==> src/rtl/bwt_pkg.sv <==
// Shared BWT types: default symbol width, symbol type and the inverse-BWT state encoding.
package bwt_pkg;

    localparam int unsigned BWT_SYM_W = 8;

    typedef logic [BWT_SYM_W-1:0] sym_t;

    typedef enum logic [1:0] {
        IDLE = 2'd0,
        RANK = 2'd1,
        WALK = 2'd2
    } ibwt_state_t;

endpackage

==> src/rtl/ibwt_lf_unit.sv <==
// Combinational LF-mapping for one row:
// LF[i] = #{j<len : L[j] < L[i]} + #{j<i : L[j] == L[i]}.
module ibwt_lf_unit
    import bwt_pkg::*;
#(
    parameter int unsigned N     = 8,
    parameter int unsigned SYM_W = BWT_SYM_W,
    localparam int unsigned LEN_W = $clog2(N + 1),
    localparam int unsigned IDX_W = $clog2(N),
    localparam int unsigned CNT_W = $clog2(N) + 1
) (
    input  logic [N-1:0][SYM_W-1:0] l_i,
    input  logic [LEN_W-1:0]        len_i,
    input  logic [IDX_W-1:0]        idx_i,
    output logic [IDX_W-1:0]        lf_c_o
);

    logic [SYM_W-1:0] cur;
    logic [CNT_W-1:0] cnt_less;
    logic [CNT_W-1:0] cnt_eq;

    // Smaller symbols anywhere in the valid range, plus equal symbols strictly before row i.
    always_comb begin
        cur      = l_i[idx_i];
        cnt_less = '0;
        cnt_eq   = '0;
        for (int j = 0; j < int'(N); j++) begin
            if ((LEN_W'(j) < len_i) && (l_i[j] < cur)) begin
                cnt_less = cnt_less + CNT_W'(1);
            end
            if ((IDX_W'(j) < idx_i) && (l_i[j] == cur)) begin
                cnt_eq = cnt_eq + CNT_W'(1);
            end
        end
        lf_c_o = IDX_W'(cnt_less + cnt_eq);
    end

endmodule

==> src/rtl/ibwt_decode.sv <==
// Inverse BWT decoder: rank pass builds LF[], walk pass emits symbols back to front.
// Define IBWT_CHECK_EN to flag walks that revisit a row (input not a valid BWT).
module ibwt_decode
    import bwt_pkg::*;
#(
    parameter int unsigned N     = 8,
    parameter int unsigned SYM_W = BWT_SYM_W,
    localparam int unsigned LEN_W = $clog2(N + 1),
    localparam int unsigned IDX_W = $clog2(N)
) (
    input  logic                    clk_i,
    input  logic                    rst_ni,
    input  logic                    start_i,
    input  logic [N-1:0][SYM_W-1:0] data_in_i,
    input  logic [LEN_W-1:0]        len_i,
    input  logic [IDX_W-1:0]        primary_idx_i,
    output logic [N-1:0][SYM_W-1:0] data_out_o,
    output logic                    busy_o,
    output logic                    done_o,
    output logic                    err_o
);

    ibwt_state_t              state_q, state_d;
    logic [N-1:0][SYM_W-1:0]  l_q, l_d;
    logic [N-1:0][SYM_W-1:0]  dout_q, dout_d;
    logic [N-1:0][IDX_W-1:0]  lf_q, lf_d;
    logic [LEN_W-1:0]         len_q, len_d;
    logic [IDX_W-1:0]         pidx_q, pidx_d;
    logic [IDX_W-1:0]         i_q, i_d;
    logic [IDX_W-1:0]         p_q, p_d;
    logic                     busy_q, busy_d;
    logic                     done_q, done_d;
    logic                     err_q, err_d;
`ifdef IBWT_CHECK_EN
    logic [N-1:0]             vis_q, vis_d;
`endif

    logic [LEN_W-1:0]         len_clip;
    logic [IDX_W-1:0]         lf_c;
    logic                     range_ok;

    assign len_clip = (len_i > LEN_W'(N)) ? LEN_W'(N) : len_i;
    assign range_ok = (len_q != '0) && (LEN_W'(pidx_q) < len_q);

    ibwt_lf_unit #(
        .N     (N),
        .SYM_W (SYM_W)
    ) u_lf (
        .l_i    (l_q),
        .len_i  (len_q),
        .idx_i  (i_q),
        .lf_c_o (lf_c)
    );

    // Next-state and datapath updates.
    always_comb begin
        state_d = state_q;
        l_d     = l_q;
        dout_d  = dout_q;
        lf_d    = lf_q;
        len_d   = len_q;
        pidx_d  = pidx_q;
        i_d     = i_q;
        p_d     = p_q;
        busy_d  = busy_q;
        done_d  = 1'b0;
        err_d   = err_q;
`ifdef IBWT_CHECK_EN
        vis_d   = vis_q;
`endif
        case (state_q)
            IDLE: begin
                if (start_i) begin
                    l_d     = data_in_i;
                    len_d   = len_clip;
                    pidx_d  = primary_idx_i;
                    dout_d  = '0;
                    err_d   = 1'b0;
                    i_d     = '0;
                    state_d = RANK;
                    // Bad ranges finish after one cycle without ever looking busy.
                    busy_d  = (len_clip != '0) && (LEN_W'(primary_idx_i) < len_clip);
`ifdef IBWT_CHECK_EN
                    vis_d   = '0;
`endif
                end
            end
            RANK: begin
                if (!range_ok) begin
                    done_d  = 1'b1;
                    err_d   = (len_q != '0);
                    busy_d  = 1'b0;
                    state_d = IDLE;
                end else begin
                    lf_d[i_q] = lf_c;
                    if (LEN_W'(i_q) == len_q - LEN_W'(1)) begin
                        state_d = WALK;
                        p_d     = pidx_q;
                        i_d     = IDX_W'(len_q - LEN_W'(1));
                    end else begin
                        i_d = i_q + IDX_W'(1);
                    end
                end
            end
            WALK: begin
                dout_d[i_q] = l_q[p_q];
                p_d         = lf_q[p_q];
`ifdef IBWT_CHECK_EN
                if (vis_q[p_q]) begin
                    err_d = 1'b1;
                end
                vis_d[p_q] = 1'b1;
`endif
                if (i_q == '0) begin
                    done_d  = 1'b1;
                    busy_d  = 1'b0;
                    state_d = IDLE;
                end else begin
                    i_d = i_q - IDX_W'(1);
                end
            end
            default: begin
                state_d = IDLE;
                busy_d  = 1'b0;
            end
        endcase
    end

    always_ff @(posedge clk_i or negedge rst_ni) begin
        if (!rst_ni) begin
            state_q <= IDLE;
            l_q     <= '0;
            dout_q  <= '0;
            lf_q    <= '0;
            len_q   <= '0;
            pidx_q  <= '0;
            i_q     <= '0;
            p_q     <= '0;
            busy_q  <= 1'b0;
            done_q  <= 1'b0;
            err_q   <= 1'b0;
`ifdef IBWT_CHECK_EN
            vis_q   <= '0;
`endif
        end else begin
            state_q <= state_d;
            l_q     <= l_d;
            dout_q  <= dout_d;
            lf_q    <= lf_d;
            len_q   <= len_d;
            pidx_q  <= pidx_d;
            i_q     <= i_d;
            p_q     <= p_d;
            busy_q  <= busy_d;
            done_q  <= done_d;
            err_q   <= err_d;
`ifdef IBWT_CHECK_EN
            vis_q   <= vis_d;
`endif
        end
    end

    assign data_out_o = dout_q;
    assign busy_o     = busy_q;
    assign done_o     = done_q;
    assign err_o      = err_q;

endmodule
==> config.mk <==
export PLATFORM = sky130hd
export DESIGN_NAME = ibwt_decode
export DESIGN_NICKNAME = d
export VERILOG_FILES = /design/src/rtl/bwt_pkg.sv /design/src/rtl/ibwt_lf_unit.sv /design/src/rtl/ibwt_decode.sv
export SDC_FILE = /design/constraint.sdc
export NUM_CORES = 1
export LEC_CHECK = 0
export ABC_AREA = 1
export CELL_PAD_IN_SITES_DETAIL_PLACEMENT = 1
export CELL_PAD_IN_SITES_GLOBAL_PLACEMENT = 2
export CORE_UTILIZATION = 35
export DETAILED_ROUTE_END_ITERATION = 12
export PLACE_DENSITY = 0.95
export RECOVER_POWER = 50
export SYNTH_ARGS = -nofsm -noshare
export SYNTH_HDL_FRONTEND = slang
export SYNTH_SLANG_ARGS = --single-unit
==> constraint.sdc <==
create_clock -name clk_i -period 10.2 [get_ports clk_i]
set_clock_uncertainty 0.05 [all_clocks]
set_input_delay 3.06 -clock clk_i [delete_from_list [all_inputs] [get_ports clk_i]]
set_output_delay 3.06 -clock clk_i [all_outputs]
set_load 0.03 [all_outputs]
==> load_flow_metrics.sql, run 1 <==
INSERT INTO impl_metrics (metric_group, metric, value, unit) VALUES
('outcome', 'result_of_the_run', 'complete, but fails checks', ''),
('outcome', 'violations', 'max-capacitance violations, max-slew violations', ''),
('critical_path', 'critical_path_required', '10590', 'ps'),
('cells_and_area', 'multi_input_comb_area', '5470', 'sq um'),
('clock_network', 'cts_tree', 'built', ''),
('die', 'std_cell_rows', '63', ''),
('die', 'pin_count', '141', ''),
('cells_and_area', 'layout.cells.non_filler', '1895', ''),
('die', 'die_w', '176.1', 'um'),
('die', 'starting_utilization_of_the_core_area', '35.70', '%'),
('placement', 'dp_hpwl', '28620', 'um'),
('critical_path', 'crit_chain', 'clkbuf_1 > buf_4', ''),
('timing', 'rsz0062_at_grt', 'no', ''),
('synthesis', 'synth_largest_type_area_fraction', '40.10', '%'),
('timing', 'hold_violations', '0', ''),
('critical_path', 'critPathMaxStageDelay', '3570', 'ps'),
('global_route', 'overflow', '0', ''),
('die', 'design.core.area', '29720', 'sq um'),
('critical_path', 'regToRegEndpoint', 'lf_q[8]', ''),
('synthesis', 'synth-warning-count', '0', ''),
('hold_path', 'whs_endpoint', 'lf_q[4]', ''),
('synthesis', 'yosys_cell_types', '54', ''),
('synthesis', 'synth-async-reset-ratio', '100.0', '%'),
('cells_and_area', 'antenna_cells', '0', ''),
('critical_path', 'timing_worst_setup_path_type', 'in -> async', ''),
('global_route', 'first_global_vias', '10600', ''),
('timing', 'max_slew.worst_pin.slew', '5203', 'ps'),
('clock_network', 'worstSkewPairLatency', '450', 'ps'),
('global_route', 'antenna_found_initial', '0', ''),
('cells_and_area', 'fill_cells', '3622', ''),
('critical_path', 'slowest_stage', 'sky130_fd_sc_hd__clkbuf_1', ''),
('global_route', 'gr-usage-all-layers', '25.07', '%'),
('critical_path', 'critPathBufInv', '2', ''),
('clock_network', 'cts-htree-levels', '4', ''),
('timing', 'final.setup.tns', '0', 'ps'),
('synthesis', 'synth_seq_area_share', '40.10', '%'),
('critical_path', 'worst-r2r-setup-slack', '2760', 'ps'),
('route', 'postRouteWirelength', '37810', 'um'),
('synthesis', 'yosys.area.top_type', 'sky130_fd_sc_hd__dfrtp_1', ''),
('critical_path', 'critPathArrivalTime', '7880', 'ps'),
('clock_network', 'postCtsSetupBuffers', '0', ''),
('cells_and_area', 'layout.cells.most_common_list', 'sky130_fd_sc_hd__nand2_1, sky130_fd_sc_hd__inv_1, sky130_fd_sc_hd__dfrtp_1', ''),
('clock_network', 'cts.clk_slew.worst_paths', '80', 'ps'),
('critical_path', 'worst-r2r-cell-count', '35', ''),
('clock_network', 'clock-sinks', '170', ''),
('route', 'dr_drc_count', '0', ''),
('route', 'num_vias', '10190', ''),
('global_route', 'grt_first_pass_wirelength', '59240', 'um'),
('hold_path', 'whs_path_depth', '2', ''),
('route', 'drt-pass1-iter-count', '5', ''),
('hold_path', 'min_path_type', 'reg -> reg', ''),
('timing', 'post-route-period-util', '73.42', '%'),
('cells_and_area', 'post_route_cells_drive_above_1_share', '6.711', '%'),
('cells_and_area', 'final_common_cell', 'sky130_fd_sc_hd__nand2_1', ''),
('synthesis', 'yosys-top-cells-area', 'sky130_fd_sc_hd__dfrtp_1, sky130_fd_sc_hd__nand2_1, sky130_fd_sc_hd__ha_1, sky130_fd_sc_hd__inv_1, sky130_fd_sc_hd__o21ai_0', ''),
('synthesis', 'synth_area', '10610', 'sq um'),
('critical_path', 'cp_endpoint_kind', 'asynchronous set/reset pin', ''),
('critical_path', 'worstPathMaxFanout', '97', ''),
('timing', 'slew_violations', '143', ''),
('synthesis', 'synth.net_count', '1527', ''),
('route', 'wire_per_inst', '19.95', 'um'),
('critical_path', 'worst_path_dominant_cell_family', 'buffers and inverters', ''),
('clock_network', 'cts_buffers', '17', ''),
('timing', 'setup_viol', '0', ''),
('die', 'floorplan.die_area', '31010', 'sq um'),
('timing', 'worst_slew_margin_rel', '-246.9', '%'),
('synthesis', 'synth.avg_cell_area', '7.806', 'sq um'),
('run', 'drv.max_cap_violation_count', '2', ''),
('critical_path', 'worst_r2r_startpoint', 'i_q[0]', ''),
('synthesis', 'synth_enable_flop_cells', '0', ''),
('clock_network', 'cts.root.buffer_cell', 'sky130_fd_sc_hd__clkbuf_16', '');
==> worst max-delay path by stage <==
stage / to / slack [ps] / depth (start not counted)
after global placement: lf_q[20] / 3100 / 35
after floorplan: lf_q[11] / 4170 / 39
after global routing: l_q[20] / 1520 / 1
after detailed placement: lf_q[23] / 2830 / 35
after CTS: lf_q[23] / 2810 / 35
final: lf_q[11] / 2710 / 2
==> logic make-up (layout without fill, tap and decap cells) <==
group | after synthesis | count (layout) | synth area share, %
multiplexers | 2 | 2 | 0.2005
XOR/XNOR | 8 | 8 | 1.050
adder cells (fa/ha/maj) | 94 | 94 | 11.16
flip-flops | 170 | 170 | 40.10
AND/OR/NAND/NOR | 557 | 557 | 22.96
AO/OA/AOI/OAI | 299 | 299 | 16.25
buffers and inverters | 229 | 375 | 8.279
==> layer usage <==
metal	routed length (um)	up-vias	global-route usage, %
met3	1714	81	2.864
met1	16550	5025	32.28
met5	0	-	0
met2	17950	294	41.78
li1	-	4785	-
met4	1604	0	12.17
==> per-stage QoR <==
stage	hold WS, ps	worst slack, ps	area (sq um)	util, %
after global routing	461.5	1521	13020	43.80
after CTS	439.9	2811	13040	43.88
final	433.6	2711	13020	43.80
after floorplan	393.9	4174	10610	-
after global placement	411.5	3098	12420	41.80
after detailed placement	421.0	2834	12420	41.80
==> synthesized netlist by cell type (3+ instances only) <==
cell type	instances
sky130_fd_sc_hd__nand2_4	8
sky130_fd_sc_hd__a21oi_1	71
sky130_fd_sc_hd__inv_1	183
sky130_fd_sc_hd__o21ai_1	7
sky130_fd_sc_hd__nand4_1	16
sky130_fd_sc_hd__nor2_1	56
sky130_fd_sc_hd__buf_1	3
sky130_fd_sc_hd__a31oi_1	8
sky130_fd_sc_hd__nand2_1	374
sky130_fd_sc_hd__dfrtp_1	170
sky130_fd_sc_hd__buf_2	5
sky130_fd_sc_hd__o22ai_1	71
sky130_fd_sc_hd__a32oi_1	4
sky130_fd_sc_hd__ha_1	93
sky130_fd_sc_hd__inv_2	8
sky130_fd_sc_hd__nor3_1	4
sky130_fd_sc_hd__a22oi_1	5
sky130_fd_sc_hd__nand3_2	6
sky130_fd_sc_hd__a221oi_1	15
sky130_fd_sc_hd__nor2_2	8
sky130_fd_sc_hd__nor2_4	3
sky130_fd_sc_hd__o21ai_0	103
sky130_fd_sc_hd__clkbuf_1	26
sky130_fd_sc_hd__xnor2_1	3
sky130_fd_sc_hd__nand2_2	21
sky130_fd_sc_hd__nand3_1	53
==> registers in the layout, summed over array words and instances (netlist names) <==
| signal | count |
|---|---|
| len_q | 4 |
| done_o | 1 |
| pidx_q | 3 |
| lf_q | 24 |
| busy_o | 1 |
| l_q | 64 |
| state_q | 2 |
| err_o | 1 |
| i_q | 3 |
| p_q | 3 |
| data_out_o | 64 |
==> layout make-up <==
type                       instances  share of cell area [%]
tap                              390                   3.749
multi-input combinational        960                   42.02
inverter                         194                   5.632
clock inverter                    15                   1.471
timing repair buffer             149                   11.18
clock buffer                      17                   3.268
sequential                       170                   32.68
Power of run 1 is not shown: default switching activity piles up to over one toggle a cycle in this logic, so the estimate is an artifact.
==> inputs of run 2 (changes only) <==
CORE_UTILIZATION = 30   (was 35)
PLACE_DENSITY = 0.87   (was 0.95)
clock period = 6.1 ns   (was 10.2 ns; I/O delays follow)
==> run 2 against run 1 <==
Compared with the run above:
- the run still ends with max-capacitance violations, max-slew violations left
- critical path depth rose by 36
- critical endpoint is now lf_q[20]
- worst hold slack improved by 4.6 ps
- first-iteration DRC count rose by 6.4%
- largest cell class unchanged
- highest routed layer unchanged
==> load_flow_metrics.sql, run 2 (synthesized netlist as in run 1, its figures left out) <==
INSERT INTO impl_metrics (metric_group, metric, value, unit) VALUES
('outcome', 'result_of_the_run', 'complete, but fails checks', ''),
('outcome', 'violations', 'max-capacitance violations, max-slew violations', ''),
('global_route', 'grt_first_pass_wirelength', '65140', 'um'),
('timing', 'worst_slew_margin_rel', '-45.69', '%'),
('placement', 'post-place-cells', '2030', ''),
('critical_path', 'worst_path_dominant_cell_family', 'simple AND/OR/NAND/NOR gates', ''),
('cells_and_area', 'post_route_cells_drive_above_1_share', '18.22', '%'),
('cells_and_area', 'multi_input_comb_area', '5859', 'sq um'),
('critical_path', 'worst_r2r_startpoint', 'i_q[1]', ''),
('critical_path', 'critPathArrivalTime', '6330', 'ps'),
('timing', 'slew_violations', '271', ''),
('route', 'postRouteWirelength', '42360', 'um'),
('clock_network', 'worstSkewPairLatency', '460', 'ps'),
('hold_path', 'min_path_type', 'reg -> reg', ''),
('critical_path', 'timing_worst_setup_path_type', 'reg -> reg', ''),
('route', 'wire_per_inst', '20.37', 'um'),
('cells_and_area', 'register_area', '4258', 'sq um'),
('global_route', 'maximum_number_of_pins_on_one_net_before_global_route_repair', '87', ''),
('critical_path', 'worst-r2r-setup-slack', '60', 'ps'),
('clock_network', 'cts_buffers', '17', ''),
('route', 'drt-pass1-iter-count', '5', ''),
('timing', 'final.hold.worst_slack', '438.2', 'ps'),
('placement', 'dp_hpwl', '32640', 'um'),
('timing', 'setup_viol', '0', ''),
('route', 'num_vias', '10700', ''),
('route', 'dr_drc_count', '0', ''),
('placement', 'routabilityCongestion', '0.9666', ''),
('die', 'pin_count', '141', ''),
('cells_and_area', 'nNetsFinal', '1780', ''),
('critical_path', 'cp_endpoint_kind', 'flop', ''),
('global_route', 'gr-usage-all-layers', '23.93', '%'),
('critical_path', 'regToRegEndpoint', 'lf_q[20]', ''),
('hold_path', 'hold_startpoint', 'lf_q[11]', ''),
('critical_path', 'critPathMaxStageDelay', '470', 'ps'),
('die', 'design.core.area', '34630', 'sq um'),
('timing', 'rsz0062_at_grt', 'yes', ''),
('critical_path', 'worst-r2r-cell-count', '38', ''),
('cells_and_area', 'antenna_cells', '0', ''),
('run', 'drv.max_cap_violation_count', '4', ''),
('clock_network', 'clock-sinks', '170', ''),
('critical_path', 'critical_path_required', '6390', 'ps'),
('critical_path', 'cp-start-kind', 'flop', ''),
('clock_network', 'cts-root-to-sink-buffers', '2', ''),
('cells_and_area', 'layout.cells.non_filler', '2080', ''),
('critical_path', 'critPathBufInv', '8', ''),
('timing', 'finalCriticalPeriod', '6039', 'ps'),
('route', 'drt.antenna.violating_nets', '0', ''),
('timing', 'post-route-period-util', '99.00', '%'),
('global_route', 'first_global_vias', '11070', ''),
('placement', 'placement.cell_area', '13280', 'sq um'),
('hold_path', 'whs_path_depth', '2', ''),
('die', 'die_height', '190.1', 'um'),
('placement', 'numPortBuffers', '140', ''),
('cells_and_area', 'flow.area_growth_from_synthesis', '35.89', '%'),
('timing', 'layout_setup_ws', '60.90', 'ps'),
('cells_and_area', 'postLayoutCellArea', '14420', 'sq um'),
('die', 'floorplan.die_area', '36120', 'sq um'),
('cells_and_area', 'final_common_cell', 'sky130_fd_sc_hd__nand2_1', ''),
('clock_network', 'cts_tree', 'built', ''),
('die', 'starting_utilization_of_the_core_area', '30.64', '%'),
('timing', 'max_slew.worst_pin.slew', '2185', 'ps'),
('critical_path', 'critical_path.most_common_cell', 'sky130_fd_sc_hd__nand3_2', ''),
('timing', 'hold_violations', '0', ''),
('route', 'drt_iter0_drc', '714', ''),
('global_route', 'overflow', '0', ''),
('cells_and_area', 'fill_cells', '4167', ''),
('critical_path', 'worstPathMaxFanout', '8', ''),
('timing', 'achievable-frequency', '165.6', 'MHz'),
('hold_path', 'whs_endpoint', 'lf_q[11]', ''),
('die', 'std_cell_rows', '68', ''),
('placement', 'place_ws', '-539.4', 'ps'),
('cells_and_area', 'layout.cells.most_common_list', 'sky130_fd_sc_hd__nand2_1, sky130_fd_sc_hd__inv_1, sky130_fd_sc_hd__dfrtp_1', ''),
('global_route', 'antenna_found_initial', '0', ''),
('clock_network', 'cts-htree-levels', '4', ''),
('critical_path', 'slowest_stage', 'sky130_fd_sc_hd__dfrtp_2', ''),
('route', 'post_drt_via_cell_ratio', '5.143', ''),
('clock_network', 'cts.root.buffer_cell', 'sky130_fd_sc_hd__clkbuf_16', ''),
('die', 'die_w', '190.1', 'um'),
('clock_network', 'cts.clk_slew.worst_paths', '80', 'ps');
[run 2: tightest hold or removal path: stages, from the launching register on]
cell and delay [ps]:
sky130_fd_sc_hd__dfrtp_1 350, sky130_fd_sc_hd__nand2_1 60, sky130_fd_sc_hd__nand2_1 50
[run 2: metal layers]
metal / share of wire (%) / routed length, um / GRT usage, % / up-vias
li1: - / - / - / 5033
met2: 48 / 20280 / 40.02 / 282
met4: 3.5 / 1492 / 9.274 / 0
met5: 0 / 0 / 0 / -
met3: 4.5 / 1896 / 3.081 / 64
met1: 44 / 18700 / 31.25 / 5319
[run 2: how the worst max path moves through the flow]
stage	startpoint	cells past startpoint	end	slack (ps)
floorplan	i_q[2]	39	lf_q[11]	70
global placement	i_q[2]	37	lf_q[20]	-220
detailed placement	i_q[2]	37	lf_q[20]	-540
CTS	i_q[1]	36	lf_q[5]	0.8
global route	i_q[1]	38	lf_q[20]	-230
finish	i_q[1]	38	lf_q[20]	60
[run 2: through the flow]
step | setup TNS, ps | util, %
finish | 0 | 41.63
global route | -1676 | 41.63
CTS | 0 | 40.97
detailed placement | -5623 | 38.35
global placement | -1725 | 38.35
floorplan | 0 | -
[run 2: layout make-up]
| type | instances | share of cell area (%) |
|---|---|---|
| multi-input cells | 960 | 40.64 |
| flip-flops and latches | 170 | 29.53 |
| repair buffers | 269 | 16.49 |
| inverters | 194 | 5.112 |
| well taps | 455 | 3.949 |
| clock buffers | 18 | 3.046 |
| clock inverters | 14 | 1.224 |
[run 2: repair_timing]
item | in CTS | in global routing
resized for setup | 47 | 47
endpoints found under the setup margin | 16 | 16
pin swaps | 19 | 35
buffers inserted | 13 | 8
hold buffers | 0 | 0
Power of run 2 is left out for the same reason.
